### config.mk
export PLATFORM = sky130hd
export DESIGN_NAME = fir_tdm
export DESIGN_NICKNAME = d
export VERILOG_FILES = /design/src/rtl/fir_tdm.sv
export SDC_FILE = /design/constraint.sdc
export NUM_CORES = 1
export LEC_CHECK = 0
export ABC_AREA = 1
export CORE_MARGIN = 4
export CORE_UTILIZATION = 58
export DETAILED_ROUTE_END_ITERATION = 6
export GPL_TIMING_DRIVEN = 1
export PLACE_DENSITY = 0.78
export RECOVER_POWER = 100
export SLEW_MARGIN = 20
export SYNTH_ARGS = -nofsm -noshare
export SYNTH_HDL_FRONTEND = slang
export SYNTH_SLANG_ARGS = --single-unit
export TNS_END_PERCENT = 1
### constraint.sdc
create_clock -name CLK -period 6.7 [get_ports CLK]
set_clock_uncertainty 0.2 [all_clocks]
set_input_delay 1.34 -clock CLK [delete_from_list [all_inputs] [get_ports CLK]]
set_output_delay 1.34 -clock CLK [all_outputs]
set_load 0.005 [all_outputs]
### src/rtl/fir_tdm.sv
// fir_tdm: multi-channel FIR filter with a single multiplier and accumulator.
// Each accepted sample walks its channel's delay line against the shared
// coefficient set over TAPS cycles, then is rounded, saturated and presented
// for one cycle on DOUT/VOUT.
module fir_tdm #(
    parameter  int DATA_WIDTH = 13,
    parameter  int COEF_WIDTH = 13,
    parameter  int TAPS       = 9,
    parameter  int CHANNELS   = 2,
    parameter  int OUT_SHIFT  = 12,
    localparam int CH_W       = (CHANNELS > 1) ? $clog2(CHANNELS) : 1,
    localparam int K_W        = (TAPS > 1) ? $clog2(TAPS) : 1
) (
    input  logic                         CLK,
    input  logic                         RST,
    input  logic                         VIN,
    output logic                         READY,
    input  logic signed [DATA_WIDTH-1:0] DIN,
    input  logic        [CH_W-1:0]       CH_IN,
    input  logic                         COEF_WE,
    input  logic        [K_W-1:0]        COEF_ADDR,
    input  logic signed [COEF_WIDTH-1:0] COEF_DATA,
    output logic signed [DATA_WIDTH-1:0] DOUT,
    output logic                         VOUT,
    output logic        [CH_W-1:0]       CH_OUT,
    output logic                         SAT
);

    localparam int PROD_W = DATA_WIDTH + COEF_WIDTH;
    // Sum of TAPS full-precision products can never overflow this width.
    localparam int ACC_W  = PROD_W + $clog2(TAPS);
    localparam int RND_SH = (OUT_SHIFT > 0) ? OUT_SHIFT - 1 : 0;

    localparam logic [K_W-1:0]          K_LAST = K_W'(TAPS - 1);
    // One extra bit above the accumulator absorbs the rounding addend.
    localparam logic signed [ACC_W:0]   ROUND  = (OUT_SHIFT > 0) ?
                                                 (ACC_W+1)'(64'sd1 <<< RND_SH) : '0;
    localparam logic signed [ACC_W:0]   MAX_V  = (ACC_W+1)'((64'sd1 <<< (DATA_WIDTH - 1)) - 64'sd1);
    localparam logic signed [ACC_W:0]   MIN_V  = ~MAX_V;

    typedef enum logic [1:0] {
        S_IDLE,
        S_MAC,
        S_OUT
    } state_t;

    state_t                        r_state;
    logic                          r_ready;
    logic        [K_W-1:0]         r_k;
    logic        [CH_W-1:0]        r_ch;
    logic signed [ACC_W-1:0]       r_acc;
    logic signed [DATA_WIDTH-1:0]  r_x [CHANNELS][TAPS];
    logic signed [COEF_WIDTH-1:0]  r_h [TAPS];
    logic signed [DATA_WIDTH-1:0]  r_dout;
    logic                          r_vout;
    logic        [CH_W-1:0]        r_ch_out;
    logic                          r_sat;

    logic                          w_accept;
    logic                          w_ch_ok;
    logic                          w_addr_ok;
    logic signed [DATA_WIDTH-1:0]  w_x_tap;
    logic signed [COEF_WIDTH-1:0]  w_h_tap;
    logic signed [PROD_W-1:0]      w_prod;
    logic signed [ACC_W:0]         w_rnd;
    logic signed [ACC_W:0]         w_shf;
    logic signed [DATA_WIDTH-1:0]  w_dout_nx;
    logic                          w_sat_nx;

    assign w_accept  = VIN && r_ready;
    assign w_addr_ok = (COEF_ADDR <= K_LAST);

    // Channel number is legal only if it names one of the instantiated delay lines.
    always_comb begin
        w_ch_ok = 1'b0;
        for (int c = 0; c < CHANNELS; c++) begin
            if (CH_IN == CH_W'(c)) w_ch_ok = 1'b1;
        end
    end

    // Single shared multiplier, fed by the tap counter.
    assign w_x_tap = r_x[r_ch][r_k];
    assign w_h_tap = r_h[r_k];
    assign w_prod  = w_x_tap * w_h_tap;

    // Round half up, arithmetic shift, then clamp to the output range.
    assign w_rnd = (ACC_W+1)'(r_acc) + ROUND;
    assign w_shf = w_rnd >>> OUT_SHIFT;

    // Saturation decision on the shifted accumulator.
    always_comb begin
        w_sat_nx  = 1'b0;
        w_dout_nx = w_shf[DATA_WIDTH-1:0];
        if (w_shf > MAX_V) begin
            w_sat_nx  = 1'b1;
            w_dout_nx = MAX_V[DATA_WIDTH-1:0];
        end else if (w_shf < MIN_V) begin
            w_sat_nx  = 1'b1;
            w_dout_nx = MIN_V[DATA_WIDTH-1:0];
        end
    end

    // Control FSM, delay lines, coefficient store, accumulator and output registers.
    // NOTE: all state here uses non-blocking assignments so every register sees
    // the pre-edge values of the others, which is what makes the shift register shift.
    always_ff @(posedge CLK) begin
        if (RST) begin
            r_state  <= S_IDLE;
            r_ready  <= 1'b1;
            r_k      <= '0;
            r_ch     <= '0;
            r_acc    <= '0;
            r_dout   <= '0;
            r_vout   <= 1'b0;
            r_ch_out <= '0;
            r_sat    <= 1'b0;
            // NOTE: delay lines and coefficients must come out of reset as zero,
            // so they are built as resettable flops rather than an inferred RAM.
            for (int c = 0; c < CHANNELS; c++) begin
                for (int k = 0; k < TAPS; k++) begin
                    r_x[c][k] <= '0;
                end
            end
            for (int k = 0; k < TAPS; k++) begin
                r_h[k] <= '0;
            end
        end else begin
            r_vout <= 1'b0;
            case (r_state)
                S_IDLE: begin
                    if (w_accept) begin
                        // A sample for a non-existent channel is consumed silently.
                        if (w_ch_ok) begin
                            for (int k = TAPS - 1; k > 0; k--) begin
                                r_x[CH_IN][k] <= r_x[CH_IN][k-1];
                            end
                            r_x[CH_IN][0] <= DIN;
                            r_ch    <= CH_IN;
                            r_k     <= '0;
                            r_acc   <= '0;
                            r_ready <= 1'b0;
                            r_state <= S_MAC;
                        end
                    end else if (COEF_WE && w_addr_ok) begin
                        r_h[COEF_ADDR] <= COEF_DATA;
                    end
                end
                S_MAC: begin
                    r_acc <= r_acc + ACC_W'(w_prod);
                    if (r_k == K_LAST) begin
                        r_state <= S_OUT;
                    end else begin
                        r_k <= r_k + 1'b1;
                    end
                end
                S_OUT: begin
                    r_dout   <= w_dout_nx;
                    r_sat    <= w_sat_nx;
                    r_ch_out <= r_ch;
                    r_vout   <= 1'b1;
                    r_ready  <= 1'b1;
                    r_state  <= S_IDLE;
                end
                default: begin
                    r_ready <= 1'b1;
                    r_state <= S_IDLE;
                end
            endcase
        end
    end

    assign READY  = r_ready;
    assign DOUT   = r_dout;
    assign VOUT   = r_vout;
    assign CH_OUT = r_ch_out;
    assign SAT    = r_sat;

endmodule

==> results.ini <==
[worst_setup_path]
cpPeakStageDelay_ns = 0.59
arrival_ns = 7.21
timing.critical_path.buf_inv = 11
cp-end-kind = flip-flop
critical_path_peak_fanout = 5
critical_path_class = reg -> reg
cp.required_ns = 7.02
crit_slowest_cell = fa_2
start_kind = flip-flop
cp_top_family = adder cells

[yosys]
async_reset_ff_share_pct = 0
synth-edff-count = 442
synthSimpleGateAreaFrac_pct = 13.2
synthCells = 3294
yosysWarnings = 0
syn_avg_cell_area_sq_um = 9.52
synth_top_family_by_area = adder cells
synth_compound_area_share_pct = 11.2
synthXorXnorAreaFrac_pct = 0.559
synth-adder-area-share_pct = 17.3
synth.yosys.seq_area_share_pct = 46.1
yosysUniqueCellTypes = 50
ys_ff_latch = 501
synthMuxAreaShare_pct = 1.55
synthFlopType = edfxtp_1
syn_area_sq_um = 31400

[finish]
nNetsFinal = 3983
syn_to_final_growth_pct = 20.3
most-common-layout-cells = inv_1, edfxtp_1, nor2_1
drive_above_1_share_pct = 17.5
num_antenna_cells = 0
fin_util_pct = 71.1
final_common_cell = inv_1

[sta]
tightest_slew_ns = 1.06
max_freq_ghz = 0.145
setup_violations = 17
finalCriticalPeriod_ns = 6.89
timing.hold.ws_ns = 0.268
drv_slew = 0
layout_setup_ws_ns = -0.189
rsz0062_at_grt = true
slew_headroom_pct = 29.6
finalCritPeriodShare_pct = 103
hold_viol = 0

[clock_tree]
clockBufferDepth = 3
root_buffer = clkbuf_16
clkTransAtPathRegs_ns = 0.06
cts_sinks = 501
hold_buffers = 0
clock_latency_ns = 0.63
cts_htree_levels = 2
tritoncts = built
numCtsBuffers = 54

[routing]
drc_errors = 0
routed-via-count = 24700
drtIter0Drc = 2615
vias_per_cell = 5.65
wl_met3_microns = 6880
wl_met1_microns = 32700
top_layer = met4
wl_per_cell_microns = 18.7
wirelength_microns = 81700
first_pass_iters = 6
route.met2.wl_microns = 39500
ant_nets = 0

[floorplanning]
fp.coreArea_sq_um = 53100
fp.dieH_microns = 240
rows = 84
start_util_pct = 59.1
die_area_sq_um = 57800
fp.dieW_microns = 240
io-pin-count = 52

[grt]
grt_pass1_vias = 24300
grtUsageTotal_pct = 27.4
antenna_found_initial = 0
grt_max_degree = 93
grt_pass1_wl_microns = 126000
grt_overflow = 0

[min_path]
hp-class = reg -> reg

[place]
hpwl_microns = 53900
gp_congestion = 0.937
portBuffers = 51

[outcome]
violations = negative setup slack
status = complete, but fails checks

[flow_run]
maxCapViolCount = 0

==> metrics by stage <==
step,worst slack (ns),setup TNS [ns],instance area (sq um),std cells
detailed placement,-0.316,-2.41,34700,4230
floorplan,0.0491,0,31700,3384
CTS,-0.0396,-0.0578,36900,4341
finish,-0.189,-1.66,37700,4376
global placement,-0.284,-0.866,34700,4230
global route,-0.467,-7.07,37700,4376
==> tightest hold or removal path, cell delays in order (launching register included) <==
cell     delay, ns
dfxtp_1       0.30
nand2_1       0.06
a21oi_1       0.06
==> Yosys cell counts (3+ instances only) <==
cell,number,share of area [%]
nor2_1,407,4.9
o21a_1,3,0.072
buf_1,12,0.14
xnor2_1,5,0.14
clkinv_1,15,0.18
nand2_2,4,0.080
nor2_2,17,0.34
o21bai_1,3,0.072
a21oi_2,3,0.084
buf_4,5,0.12
edfxtp_1,442,42
buf_2,64,1.0
nand4_1,19,0.38
mux2i_1,44,1.4
mux2_2,4,0.14
o22ai_1,64,1.3
nand3_1,148,2.4
or2_2,4,0.080
fa_1,215,14
nor3_1,10,0.16
inv_1,619,7.4
ha_1,90,3.6
a21oi_1,222,3.5
buf_6,7,0.25
o211ai_1,38,0.91
nand2_1,382,4.6
inv_2,13,0.16
xor2_1,15,0.42
a21boi_0,17,0.41
clkbuf_1,68,0.81
o21ai_0,209,3.3
dfxtp_1,59,3.8
a31o_2,40,1.1
o221ai_1,6,0.17
==> cell families (layout without fill, tap and decap cells) <==
logic type      after synthesis  in the layout
simple gates               1003           1003
xor+xnor                     20             20
fa+ha+maj                   305            305
compound gates              613            613
mux                          48             48
flops                       501            501
buf+inv                     803           1107
other cells                   1             91
==> cell type report <==
cell class,count,area (sq um)
Fill cell,3585,15400
Inverter,647,2450
Tap cell,688,861
Clock inverter,39,322
Timing Repair Buffer,359,3390
Multi-Input combinational cell,2080,14900
Sequential cell,501,14500
Clock buffer,62,1380
==> per-layer routing <==
metal | GRT usage [%] | up-vias
met3 | 4.76 | 177
met5 | 0 | -
met4 | 9.53 | 0
met1 | 37.1 | 12000
met2 | 45.2 | 1146
li1 | - | 11400
==> final timing paths <==
| check | from | end | slack, ns | depth (start not counted) |
|---|---|---|---|---|
| worst max-delay path | flip-flop | r_acc[29] | -0.19 | 33 |
| worst min-delay path | DOUT[12] | DOUT[12] | 0.27 | 2 |
| worst max register to register | flip-flop | r_acc[29] | -0.19 | 33 |
| worst min register to register | DOUT[12] | DOUT[12] | 0.27 | 2 |
==> sequential cells by signal (all words and copies together), names as in the netlist, named ones only <==
name and count:
r_k 4, r_ch 1, r_state 2, DOUT 13, READY 1, r_x 234, CH_OUT 1, r_h 208
r_acc 30, VOUT 1, SAT 1
==> what timing repair did <==
| item | 4_1_cts | 5_1_grt |
|---|---|---|
| pin swaps | 25 | 67 |
| gates cloned | 1 | 3 |
| buffers inserted | 9 | 32 |
| gates resized for setup | 98 | 160 |
| setup endpoints to repair | 20 | 23 |
Power is left out: the tool's default activity adds up to more than one toggle a clock period on the data nets, which glitch-free logic cannot reach.
